## src/rtl/instr_seq_pkg.sv

```systemverilog
//------------------------------------------------------------------------------
// Module   : instr_seq_pkg
// Purpose  : Shared constants, state classes and helpers for instr_seq.
//            Holds the legal MAX_EXEC range, the positions of each phase
//            inside the one-hot state vector, and the NEXEC clamp function.
// Revision : 1.0 - initial release
//------------------------------------------------------------------------------
`default_nettype none

package instr_seq_pkg;

   // Legal range for the number of execute phases
   localparam int MAX_EXEC_MIN = 2;
   localparam int MAX_EXEC_MAX = 8;

   // Bit positions inside the one-hot state vector:
   //   bit 0              : FETCH
   //   bits 1..MAX_EXEC   : EXEC1..EXEC<MAX_EXEC>
   //   bit MAX_EXEC+1     : HALTED (only present when the halt feature is built)
   localparam int IDX_FETCH = 0;
   localparam int IDX_EXEC1 = 1;

   function automatic int idx_halted(input int max_exec);
      return max_exec + 1;
   endfunction

   // Decoded class of the current state vector
   typedef enum logic [1:0] {
      CLS_FETCH   = 2'd0,
      CLS_EXEC    = 2'd1,
      CLS_HALTED  = 2'd2,
      CLS_ILLEGAL = 2'd3
   } state_class_t;

   // Execute-phase count of an instruction: 0 means a single phase, anything
   // above the supported depth saturates at the deepest phase.
   function automatic int nexec_clamp(input int raw, input int max_exec);
      if (raw == 0) begin
         return 1;
      end
      if (raw > max_exec) begin
         return max_exec;
      end
      return raw;
   endfunction

endpackage : instr_seq_pkg

`default_nettype wire

```

## src/rtl/instr_seq.sv

```systemverilog
//------------------------------------------------------------------------------
// Module   : instr_seq
// Purpose  : Instruction phase sequencer. Steps FETCH -> EXEC1 -> ... -> EXECn
//            -> FETCH, where n is the instruction's execute-phase count taken
//            from NEXEC while leaving EXEC1. STALL freezes all state.
// Config   : SEQ_HALT_EN - when defined, adds a HALTED state entered from the
//            final execute cycle when HALT=1, left on the first edge with
//            HALT=0. When undefined, HALT is ignored.
// Ports    :
//   CLK    in   1         clock, rising edge
//   RST    in   1         asynchronous active-high reset
//   STALL  in   1         hold current phase this cycle
//   NEXEC  in   CW        execute-phase count (used in EXEC1)
//   HALT   in   1         stop after current instruction (SEQ_HALT_EN only)
//   FETCH  out  1         fetch phase active
//   EXEC   out  MAX_EXEC  one-hot execute phase, bit k-1 = EXECk
//   PHASE  out  CW        0 in FETCH/HALTED, k in EXECk
//   DONE   out  1         final execute cycle completing this cycle
// Revision : 1.0 - initial release
//------------------------------------------------------------------------------
`default_nettype none

module instr_seq
   import instr_seq_pkg::*;
#(
   parameter int MAX_EXEC = 4,
   parameter int CW       = $clog2(MAX_EXEC + 1)
) (
   input  logic                CLK,
   input  logic                RST,
   input  logic                STALL,
   input  logic [CW-1:0]       NEXEC,
   input  logic                HALT,
   output logic                FETCH,
   output logic [MAX_EXEC-1:0] EXEC,
   output logic [CW-1:0]       PHASE,
   output logic                DONE
);

   if (MAX_EXEC < MAX_EXEC_MIN || MAX_EXEC > MAX_EXEC_MAX) begin : g_bad_max_exec
      $error("instr_seq: MAX_EXEC outside supported range");
   end

`ifdef SEQ_HALT_EN
   localparam int HALT_IDX = idx_halted(MAX_EXEC);
   localparam int SW       = MAX_EXEC + 2;
`else
   localparam int SW       = MAX_EXEC + 1;
`endif

   localparam logic [SW-1:0] FETCH_VEC = SW'(1) << IDX_FETCH;
   localparam logic [SW-1:0] EXEC1_VEC = SW'(1) << IDX_EXEC1;
`ifdef SEQ_HALT_EN
   localparam logic [SW-1:0] HALT_VEC  = SW'(1) << HALT_IDX;
`endif

   logic [SW-1:0]  state_q, next_state;
   logic [CW-1:0]  phase_q, next_phase;
   logic [CW-1:0]  n_q, next_n;
   state_class_t   cls;
   logic [CW-1:0]  cur_k;
   logic [CW-1:0]  nexec_clamped;
   logic [CW-1:0]  n_eff;
   logic           last_exec;

`ifndef SEQ_HALT_EN
   logic unused_halt;
   assign unused_halt = HALT;
`endif

   //---------------------------------------------------------------------------
   // State, phase and latched count registers
   //---------------------------------------------------------------------------
   always_ff @(posedge CLK or posedge RST) begin
      if (RST) begin
         state_q <= FETCH_VEC;
         phase_q <= '0;
         n_q     <= CW'(1);
      end else begin
         state_q <= next_state;
         phase_q <= next_phase;
         n_q     <= next_n;
      end
   end

   //---------------------------------------------------------------------------
   // Decode current state
   //---------------------------------------------------------------------------
   always_comb begin
      cls   = CLS_ILLEGAL;
      cur_k = '0;
      if (!$onehot(state_q)) begin
         cls = CLS_ILLEGAL;
      end else if (state_q[IDX_FETCH]) begin
         cls = CLS_FETCH;
`ifdef SEQ_HALT_EN
      end else if (state_q[HALT_IDX]) begin
         cls = CLS_HALTED;
`endif
      end else begin
         cls = CLS_EXEC;
         for (int k = 1; k <= MAX_EXEC; k++) begin
            if (state_q[k]) begin
               cur_k = CW'(k);
            end
         end
      end
   end

   assign nexec_clamped = CW'(nexec_clamp(int'(NEXEC), MAX_EXEC));

   // In EXEC1 the count is still live on NEXEC; later phases use the latch.
   assign n_eff     = state_q[IDX_EXEC1] ? nexec_clamped : n_q;
   assign last_exec = (cls == CLS_EXEC) && (cur_k >= n_eff);

   //---------------------------------------------------------------------------
   // Next-state logic
   //---------------------------------------------------------------------------
   always_comb begin
      next_state = state_q;
      next_phase = phase_q;
      next_n     = n_q;
      case (cls)
         CLS_FETCH: begin
            if (!STALL) begin
               next_state = EXEC1_VEC;
               next_phase = CW'(1);
            end
         end
         CLS_EXEC: begin
            if (!STALL) begin
               if (state_q[IDX_EXEC1]) begin
                  next_n = nexec_clamped;
               end
               if (!last_exec) begin
                  // k < n <= MAX_EXEC, so the shift stays inside the EXEC field
                  next_state = state_q << 1;
                  next_phase = cur_k + CW'(1);
               end else begin
                  next_state = FETCH_VEC;
                  next_phase = '0;
`ifdef SEQ_HALT_EN
                  if (HALT) begin
                     next_state = HALT_VEC;
                  end
`endif
               end
            end
         end
`ifdef SEQ_HALT_EN
         CLS_HALTED: begin
            if (!STALL && !HALT) begin
               next_state = FETCH_VEC;
               next_phase = '0;
            end
         end
`endif
         default: begin
            // Corrupted state vector: recover to FETCH regardless of STALL
            next_state = FETCH_VEC;
            next_phase = '0;
         end
      endcase
   end

   //---------------------------------------------------------------------------
   // Outputs
   //---------------------------------------------------------------------------
   assign FETCH = state_q[IDX_FETCH];
   assign EXEC  = state_q[MAX_EXEC:IDX_EXEC1];
   assign PHASE = phase_q;
   assign DONE  = last_exec && !STALL;

endmodule : instr_seq

`default_nettype wire

```

## config.mk

```make
export PLATFORM = sky130hd
export DESIGN_NAME = instr_seq
export DESIGN_NICKNAME = d
export VERILOG_FILES = /design/src/rtl/instr_seq_pkg.sv /design/src/rtl/instr_seq.sv
export SDC_FILE = /design/constraint.sdc
export NUM_CORES = 1
export LEC_CHECK = 0
export ABC_AREA = 1
export ABC_CLOCK_PERIOD_IN_PS = 3300
export BUFFER_PORTS_ARGS = -buffer_cell sky130_fd_sc_hd__buf_2
export CELL_PAD_IN_SITES_DETAIL_PLACEMENT = 1
export CELL_PAD_IN_SITES_GLOBAL_PLACEMENT = 1
export CORE_MARGIN = 2
export CORE_UTILIZATION = 34
export CTS_CLUSTER_DIAMETER = 60
export DETAILED_ROUTE_END_ITERATION = 16
export PLACE_DENSITY = 0.77
export SLEW_MARGIN = 40
export SYNTH_ARGS = -nofsm -noshare
export SYNTH_HDL_FRONTEND = slang
export SYNTH_SLANG_ARGS = --single-unit
```

## constraint.sdc

```tcl
create_clock -name CLK -period 3.3 [get_ports CLK]
set_clock_uncertainty 0.05 [all_clocks]
set_input_delay 0.33 -clock CLK [delete_from_list [all_inputs] [get_ports CLK]]
set_output_delay 0.33 -clock CLK [all_outputs]
set_load 0.03 [all_outputs]
```

**After elaboration in Yosys (flattened, before gate mapping)**

Cells that the tools add are included.

- Bits of input ports: 7
- Output and inout bits: 9
- Logic and storage cells: 46
- Register bits: 11

- $add $sub $neg: 5
- Equal/unequal tests: 4
- Muxes and demuxes: 24
- Reduce and logical (&&, ||, !) cells: 7
- Bitwise gates (word level): 1
- $lt $le $gt $ge: 2

Operator list:

| cell | count |
|---|---|
| $mux 3 | 12 |
| $mux 5 | 3 |
| $pmux 5 s2 | 1 |
| $mux 1 | 6 |
| $pmux 3 s2 | 1 |
| $add 1x1->2 | 2 |
| $ne 2x2->1 const B | 2 |
| $reduce_and 2->1 | 2 |
| $add 2x2->3 | 1 |
| $add 3x1->3 | 1 |
| $add 3x1->3 const B | 1 |
| $eq 3x1->1 const B | 1 |
| $ge 3x3->1 | 1 |
| $gt 3x3->1 const B | 1 |
| $logic_not 3->1 | 1 |
| $eq 2x1->1 const B | 1 |
| $logic_and 1x1->1 | 2 |
| $logic_not 2->1 | 1 |
| $mux 2 | 1 |
| $logic_not 1->1 | 1 |
| $not 1->1 | 1 |

**Longest topological paths before layout**

Gate-level depths: netlist of the first run.

- Depth in word-level cells: 11
- Depth in mapped cells: 20
- Depth with buffers taken out: 20

**Least setup slack after synthesis of the first run**

No wires, ideal clock.

- Kind: flip-flop to output port
- Start: register state_q[0]
- End: output port DONE
- Stages on the path, launching flop included: 19
- Data arrival time: 3.299 ns
- Buffers on the path: 0
- Data required time: 2.920 ns
- Slack: -0.379 ns
- Path through: dfstp_2 inv_1 fa_1 inv_1 fa_1 ha_1 inv_2 nand3b_1 nor2_4 nand2_2 ha_1 nor2_1 inv_1 nand3_1 nand2_1 nand2_2 nand2_2 nand2_1 inv_1

- Cells in the longest elaborated chain, start to end: 8
- Elaborated cells on any way between the ends: 12

RTL lines:

| what | RTL line | source |
|---|---|---|
| start, declared | instr_seq.sv:57 | `logic [SW-1:0] state_q, next_state;` |
| start signal, assigned | instr_seq.sv:80 | `state_q <= next_state;` |
| $add 1x1->2 (not written as such) | instr_seq.sv:92 | `if (!$onehot(state_q)) begin` |
| $add 2x2->3 (not written as such) | instr_seq.sv:92 |  |
| $add 3x1->3 (not written as such) | instr_seq.sv:92 |  |
| $eq 3x1->1 | instr_seq.sv:92 |  |
| $mux 3 / $mux 2 (equally long branches) | instr_seq.sv:92 |  |
| $ge 3x3->1 / $eq 2x1->1 (equally long branches) | instr_seq.sv:114 | `assign last_exec = (cls == CLS_EXEC) && (cur_k >= n_eff);` |
| $logic_and 1x1->1 (*) | instr_seq.sv:114 |  |
| $logic_and 1x1->1 (*) | instr_seq.sv:172 | `assign DONE = last_exec && !STALL;` |
| end, declared | instr_seq.sv:37 | `output logic DONE` |

Every way passes the cells marked *; elsewhere a longest branch is shown, timed or not.

**Worst setup path in the final report of the first run**

Same ends and word-level chain as after synthesis.

==> results.json, run 1 <==
{
  "outcome": "complete, but fails checks",
  "violations": "hold timing, setup timing",
  "drc": 0,
  "critPathLaunchType": "flop",
  "avgViaCountPerCell": 4.79,
  "portBuffers": 14,
  "final_common_cell": "nand2_1",
  "placed_area_sq_um": 992,
  "powerDensity_nw_per_um2": 878,
  "cp.arrival_ps": 3290,
  "overflow": 0,
  "required_ps": 2920,
  "root_buffer": "clkbuf_4",
  "die_h_microns": 51.5,
  "final_cell_mix": "23 x nand2_1, 15 x inv_1, 14 x buf_4",
  "yosysSeqAreaShare_pct": 36.2,
  "ant_nets": 0,
  "clkPwrFrac_pct": 10.5,
  "cts_tree": "yes",
  "cts.clk_slew.worst_paths_ps": 80,
  "post-route-period-util_pct": 111,
  "grt_pass1_wl_microns": 3740,
  "netlist_area_sq_um": 768,
  "io_pins": 16,
  "seq_power_share_pct": 21.5,
  "hold_path.class": "input port to asynchronous set/reset pin",
  "fin_nets": 145,
  "wire_per_inst_microns": 13.3,
  "end_kind": "output pin",
  "cts_inserted_buffers": 3,
  "tightest_slew_ps": 448,
  "grt_max_degree": 12,
  "setup_viol": 1,
  "synth_nets": 112,
  "power.ir.vdd_worst_v": 0.000505,
  "n_antenna_cell": 0,
  "vias": 767,
  "grt_pass1_vias": 805,
  "critPathMaxFanout": 2,
  "die_w_microns": 51.5,
  "initial_core_util_pct": 35.4,
  "finalMaxSlewViolations": 0,
  "synth_top_area_share_pct": 29.3,
  "drt_iter0_drc": 10,
  "comb_power_share_pct": 68.0,
  "swShare_pct": 46.1,
  "ys_warn_count": 0,
  "clk_latency_ps": 280,
  "hold_viol_final": 9,
  "switchingPower_w": 0.000429,
  "crit_path_start": "state_q[0]",
  "fmax_mhz": 272,
  "stdcell_count": 160,
  "grt_setup_unrepaired": "true",
  "min_period_ps": 3670,
  "avgSynthCellArea_sq_um": 7.68,
  "synth_seq_cells": 11,
  "antenna_found_initial": 0,
  "setup_slack_ps": -370,
  "placedCellCount": 153,
  "clk_path_buf_depth": 2,
  "synthesis.instances": 100,
  "timing.hold.ws_ps": -9.32,
  "first_pass_iters": 4,
  "gp_congestion": 0.807,
  "syn2layout_area_growth_pct": 37.8,
  "synth_top_cell_by_area": "dfrtp_1",
  "clock_sinks": 11,
  "power.leakage_nw": 0.579,
  "placement_rows": 17,
  "worstSetupPathType": "flop to output pin",
  "dp_hpwl_microns": 1630,
  "maxSlewHeadroom_pct": 70.1,
  "ys_top_cells_by_area": "dfrtp_1 29%, nand2_1 12%, inv_1 9.3%",
  "dieArea_sq_um": 2660,
  "synth_cell_types": 21,
  "grtUsageTotal_pct": 19.6,
  "wirelength_microns": 2130,
  "r2r-start": "state_q[0]",
  "drive_gt1_share_pct": 45.5,
  "max-cap-violations": 0,
  "stdcell_area_sq_um": 1060,
  "h-tree-depth": 1,
  "intPower_w": 0.000501,
  "core_area_sq_um": 2170
}
cell families (layout without fill, tap and decap cells):
group / count (synthesis) / after routing / synth area share [%]
compound gates: 10 / 10 / 7.65
fa+ha+maj: 5 / 5 / 10.1
buf+inv: 22 / 54 / 11.7
flops: 11 / 11 / 36.2
mux: 1 / 1 / 1.47
simple gates: 51 / 51 / 32.9
critical path: stages, from the launching register on:
cell and delay, ps:
dfstp_2 550, inv_2 40, fa_1 490, inv_2 40, fa_2 340, ha_4 220, inv_2 50, nand3b_1 130
nor2_4 120, nand2_2 90, ha_4 230, nor2_4 120, inv_2 40, nand3_2 70, nand2_2 70, nand2_2 90
nand2_2 70, nand2_2 90, inv_4 30, buf_6 120
final timing paths:
kind                       depth (start not counted)  slack [ps]          to
setup / recovery                                  19        -370        DONE
hold / removal                                     2          -9  state_q[1]
setup reg to reg                                  21          20    PHASE[1]
hold reg to reg                                    2         430    PHASE[1]
max in group asynchronous                          2        2870  state_q[0]
min in group CLK                                   3         330  state_q[1]
routing by layer:
metal  part of all wire [%]  vias up  track usage, %
met5                      0        -               0
met4                    2.6        0            9.21
met3                    1.8        7            2.87
met2                     52       12            34.4
met1                     43      376            23.5
li1                       -      372               -
through the flow:
stage	setup WS [ps]	util (%)	setup TNS, ps	total power [W]	hold slack (ps)
after floorplan	-135	-	-135	0.000576	131
after global placement	-131	45.7	-131	0.000756	293
after detailed placement	-187	45.7	-187	0.000783	311
after CTS	-360	48.3	-360	0.000914	9.12
after global routing	-511	48.8	-726	0.00100	15.8
final	-370	48.8	-370	0.000929	-9.32
power groups by stage:
stage	Combinational [W]	Clock [W]	Sequential [W]
after floorplan	0.000333	0	0.000244
final	0.000632	0.0000974	0.000200
after global placement	0.000556	0	0.000199
after detailed placement	0.000580	0	0.000203
after CTS	0.000616	0.0000991	0.000200
after global routing	0.000693	0.000108	0.000204
cell usage after synthesis (all sizes together):
| master | instances |
|---|---|
| nand3b | 1 |
| dfstp | 2 |
| ha | 3 |
| a21oi | 2 |
| mux2 | 1 |
| o21ai | 6 |
| inv | 21 |
| nand4 | 4 |
| fa | 2 |
| dfrtp | 9 |
| nand3 | 4 |
| a21boi | 1 |
| o21bai | 1 |
| nor2 | 11 |
| nand2 | 31 |
| buf | 1 |
final cells by class:
type                            instances  area (sq um)
Timing Repair Buffer                   29           193
Clock buffer                            4          26.3
Multi-Input combinational cell         67           445
Inverter                               21          81.3
Fill cell                             276          1110
Tap cell                               28          35.0
Sequential cell                        11           278
state kept, by name, summed over array words and instances (netlist names):
name	cells
state_q	5
n_q	3
PHASE	3
what timing repair did:
item	CTS	global route
endpoints found under the setup margin	1	7
buffers inserted	2	2
hold buffers	0	0
gates resized for setup	5	2
pin swaps	7	3
Power figures use the tool's default switching activity.
==> inputs of run 2 (changes only) <==
Settings changed: BUFFER_PORTS_ARGS -buffer_cell sky130_fd_sc_hd__buf_2 to default, CORE_UTILIZATION 34 to 39, DONT_BUFFER_PORTS from default to 1, PLACE_DENSITY 0.77 to 0.76.
==> results.json, run 2 (same netlist as run 1, synthesis figures left out) <==
{
  "required_ps": 2920,
  "final_cell_mix": "22 x nand2_1, 15 x inv_1, 13 x buf_4",
  "clk_latency_ps": 280,
  "overflow": 0,
  "h-tree-depth": 1,
  "cp_slowest_cell": "dfstp_2",
  "first_pass_iters": 3,
  "final_common_cell": "nand2_1",
  "crit_family": "adder cells",
  "drt_iter0_drc": 19,
  "cpPeakStageDelay_ps": 550,
  "root_buffer": "clkbuf_4",
  "min_path_cells": 3,
  "min_period_ps": 3540,
  "avgViaCountPerCell": 4.79,
  "clk_path_buf_depth": 2,
  "critPathMaxFanout": 2,
  "hold_start": "STALL",
  "syn2layout_area_growth_pct": 28.3,
  "wire_per_inst_microns": 13.1,
  "fin_nets": 131,
  "fill_cells": 250,
  "power.leakage_nw": 0.514,
  "worstSetupPathType": "flop to output pin",
  "drc": 0,
  "setup_slack_ps": -244,
  "crit_chain": "inv_2, fa_1, inv_2, fa_2, ha_4, inv_2, nand3b_1, nor2_4, nand2_2, ha_4, nor2_4, inv_2, nand3_2, nand2_2, nand2_2, nand2_2, nand2_2, inv_4",
  "die_h_microns": 48.4,
  "finalMaxSlewViolations": 0,
  "r2r_slack_ps": 90,
  "initial_core_util_pct": 40.4,
  "grt_pass1_wl_microns": 3620,
  "timing.rr.end": "PHASE[0]",
  "largest_reg_flops": 5,
  "critPathLaunchType": "flop",
  "cpMostUsedCell": "nand2_2",
  "grt_max_degree": 12,
  "cts_tree": "yes",
  "end_kind": "output pin",
  "utilization_pct": 51.8,
  "cp.arrival_ps": 3160,
  "stdcell_area_sq_um": 986,
  "antenna_found_initial": 0,
  "portBuffers": 0,
  "violations": "setup timing",
  "ant_nets": 0,
  "grtUsageTotal_pct": 19.8,
  "setup_viol": 1,
  "drive_gt1_share_pct": 39.0,
  "critPathBufInv": 5,
  "max-cap-violations": 0,
  "post-route-period-util_pct": 107,
  "die_w_microns": 48.4,
  "dp_hpwl_microns": 1590,
  "placed_area_sq_um": 921,
  "fmax_mhz": 282,
  "power.ir.vdd_worst_v": 0.000429,
  "outcome": "complete, but fails checks",
  "cts.clk_slew.worst_paths_ps": 80,
  "grt_pass1_vias": 795,
  "tightest_slew_ps": 446,
  "hold-path-endpoint": "n_q[0]",
  "vias": 694,
  "wirelength_microns": 1900,
  "hold_path.class": "input port to flop",
  "hold_viol_final": 0,
  "io_pins": 16,
  "cts_inserted_buffers": 3,
  "gp_congestion": 0.823,
  "clock_sinks": 11,
  "r2r_cells": 19,
  "dieArea_sq_um": 2340,
  "r2r-start": "state_q[0]",
  "core_area_sq_um": 1900,
  "n_antenna_cell": 0,
  "regMostFlops": "state_q",
  "maxSlewHeadroom_pct": 69.9,
  "powerDensity_nw_per_um2": 901,
  "placement_rows": 16,
  "grt_setup_unrepaired": "true"
}
## run 2: cell types whose count changed in the layout (fill, tap and decap cells not counted)
cell	delta
buf_2	-13
buf_4	-1
buf_6	-1
dlygate4sd3_1	+1
nand2_1	-1
nand2_2	+1
## run 2: where the power goes
group	total [W]	internal, W	switching (W)
Sequential	0.000213	0.000178	0.0000348
Combinational	0.000578	0.000247	0.000331
Clock	0.0000965	0.0000469	0.0000496
## run 2: repair_timing
item	in CTS	in global routing
hold endpoints to repair	9	0
resized for setup	0	6
buffers inserted	2	1
pin swaps	5	1
endpoints found under the setup margin	1	7
hold buffers	1	0
## run 2: worst max path at each step
stage / start / endpoint / slack [ps] / cells after the start
2_1_floorplan: state_q[0] / DONE / -140 / 18
3_3_place_gp: state_q[0] / DONE / -8 / 18
3_5_place_dp: state_q[0] / DONE / -70 / 18
4_1_cts: state_q[0] / DONE / -290 / 18
5_1_grt: state_q[0] / DONE / -400 / 18
6_report: state_q[0] / DONE / -240 / 18
## run 2: through the flow
stage          cells  power [W]  setup WS [ps]  TNS [ps]  hold slack [ps]
2_1_floorplan    100   0.000576           -135      -135              131
3_3_place_gp     138   0.000713          -7.80     -7.80              194
3_5_place_dp     138   0.000740          -67.8     -67.8              200
4_1_cts          145   0.000871           -287      -287              189
5_1_grt          145   0.000973           -405      -502              204
6_report         145   0.000888           -244      -244              181
## run 2: area by class of cell
type	instances	area (sq um)	share of cell area (%)
multi-input combinational	67	448	45.4
tap	27	33.8	3.43
inverter	21	81.3	8.25
clock buffer	4	26.3	2.66
timing repair buffer	15	119	12.1
sequential	11	278	28.2
## run 2: worst register-to-register path, stage by stage, from the launching register on
cell      delay (ps)
dfstp_2          550
inv_2             40
fa_1             490
inv_2             40
fa_2             340
ha_4             220
inv_2             50
nand3b_1         130
nor2_4           120
nand2_2           90
ha_4             230
nor2_4           100
inv_2             40
nand3_2           50
nand2_2           60
nand2_2           70
nand2_2           70
buf_4            140
buf_6            110
o21bai_1         140
## run 2: per-layer routing
metal | part of all wire [%] | GRT usage, % | up-vias | wire (microns)
met3 | 3.8 | 4.63 | 4 | 72
li1 | - | - | 343 | -
met2 | 49 | 33.6 | 13 | 928
met4 | 2.4 | 7.14 | 0 | 46
met1 | 45 | 24.8 | 334 | 852
met5 | 0 | 0 | - | 0
==> inputs of run 3 (changes only) <==
Settings changed: CELL_PAD_IN_SITES_DETAIL_PLACEMENT 1 to 0.
==> results.json, run 3 (same netlist as run 1, synthesis figures left out) <==
{
  "drc": 0,
  "post-route-period-util_pct": 107,
  "r2r-start": "state_q[0]",
  "clk_path_buf_depth": 2,
  "grtUsageTotal_pct": 16.4,
  "antenna_found_initial": 0,
  "tightest_slew_ps": 449,
  "ant_nets": 0,
  "grt_max_degree": 12,
  "initial_core_util_pct": 40.4,
  "utilization_pct": 52.9,
  "regMostFlops": "state_q",
  "placed_area_sq_um": 921,
  "final_cell_mix": "23 x nand2_1, 16 x inv_1, 16 x buf_4",
  "r2r_slack_ps": 20,
  "critPathLaunchType": "flop",
  "crit_path_start": "state_q[0]",
  "maxSlewHeadroom_pct": 69.8,
  "final_common_cell": "nand2_1",
  "violations": "setup timing",
  "portBuffers": 0,
  "grt_setup_unrepaired": "true",
  "core_area_sq_um": 1900,
  "setup_slack_ps": -241,
  "setup_viol": 1,
  "largest_reg_flops": 5,
  "wirelength_microns": 1670,
  "finalMaxSlewViolations": 0,
  "power.ir.vdd_worst_v": 0.000516,
  "overflow": 0,
  "end_kind": "output pin",
  "clock_sinks": 11,
  "post-place-ws_ps": -39.4,
  "hold_viol_final": 0,
  "r2r_cells": 22,
  "outcome": "complete, but fails checks",
  "stdcell_area_sq_um": 1010,
  "syn2layout_area_growth_pct": 30.9,
  "timing.hold.ws_ps": 190,
  "crit_end": "DONE",
  "min_period_ps": 3540,
  "cpPeakStageDelay_ps": 540,
  "cts_tree": "yes",
  "cpMostUsedCell": "nand2_2",
  "die_h_microns": 48.4,
  "worstSetupPathType": "flop to output pin",
  "grt_pass1_wl_microns": 2960,
  "fmax_mhz": 282,
  "max-cap-violations": 0,
  "avgViaCountPerCell": 4.67,
  "timing.rr.end": "PHASE[1]",
  "fin_nets": 134,
  "dp_hpwl_microns": 1310,
  "powerDensity_nw_per_um2": 903,
  "cts.clk_slew.worst_paths_ps": 80,
  "required_ps": 2920,
  "drt_iter0_drc": 13,
  "crit_chain": "inv_2, fa_1, inv_1, fa_2, ha_4, inv_2, nand3b_1, nor2_4, nand2_2, ha_4, nor2_4, inv_2, nand3_2, nand2_1, nand2_2, nand2_2, nand2_2, inv_4",
  "placement_rows": 16,
  "h-tree-depth": 1,
  "n_antenna_cell": 0,
  "wire_per_inst_microns": 11.3,
  "dieArea_sq_um": 2340,
  "clk_latency_ps": 270,
  "power_w": 0.000909,
  "grt_pass1_vias": 714,
  "cp_slowest_cell": "dfstp_2",
  "cts_inserted_buffers": 3,
  "hold_path.class": "input port to flop",
  "first_pass_iters": 4,
  "vias": 691,
  "gp_congestion": 0.823,
  "power.leakage_nw": 0.530,
  "drive_gt1_share_pct": 38.8,
  "die_w_microns": 48.4,
  "critPathMaxFanout": 2,
  "io_pins": 16,
  "root_buffer": "clkbuf_4",
  "cp.arrival_ps": 3160
}
run 3: changes by cell type in the layout (fill, tap and decap cells not counted):
cell	before	now
inv_1	15	16
nand2_2	9	8
inv_2	5	4
buf_4	13	16
nand2_1	22	23
run 3: area by class of cell:
cell class                      count  area (sq um)
Clock buffer                        4          26.3
Multi-Input combinational cell     67           445
Timing Repair Buffer               18           141
Sequential cell                    11           278
Fill cell                         191           896
Inverter                           21          81.3
Tap cell                           27          33.8
run 3: how the worst min path moves through the flow:
stage,startpoint,end,slack (ps),depth (start not counted)
3_5_place_dp,RST,state_q[4],200,1
6_report,STALL,n_q[0],190,3
2_1_floorplan,RST,PHASE[0],130,1
4_1_cts,STALL,n_q[0],190,3
5_1_grt,STALL,n_q[0],210,3
3_3_place_gp,RST,PHASE[2],190,1
run 3: critical path: cells and delay by family (launching register included):
| kind | cells | cell delay (ps) |
|---|---|---|
| AND/OR/NAND/NOR | 9 | 730 |
| adder cells (fa/ha/maj) | 4 | 1310 |
| flip-flops | 1 | 540 |
| buffers and inverters | 5 | 290 |
run 3: report_power, final:
part            total, W  internal (W)  switching, W
Clock          0.0000949     0.0000469     0.0000481
Combinational   0.000603      0.000279      0.000324
Sequential      0.000211      0.000178     0.0000324
run 3: per-stage QoR:
step / instances / TNS [ps]
global placement: 138 / -7.80
CTS: 145 / -257
finish: 148 / -241
detailed placement: 138 / -39.4
global route: 148 / -666
floorplan: 100 / -135
run 3: repair_timing:
action                                 in CTS  in global routing
buffers inserted                            2                  3
pin swaps                                   5                  0
endpoints found under the hold margin       9                  0
setup endpoints to repair                   1                  3
gates resized for setup                     0                  4
hold buffers                                1                  0
run 3: layer usage:
layer | vias to the layer above | track usage (%) | share of wire (%)
li1 | 350 | - | -
met1 | 324 | 20.1 | 46
met2 | 14 | 27.3 | 47
met3 | 3 | 4.32 | 5.3
met4 | 0 | 7.14 | 1.1
met5 | - | 0 | 0
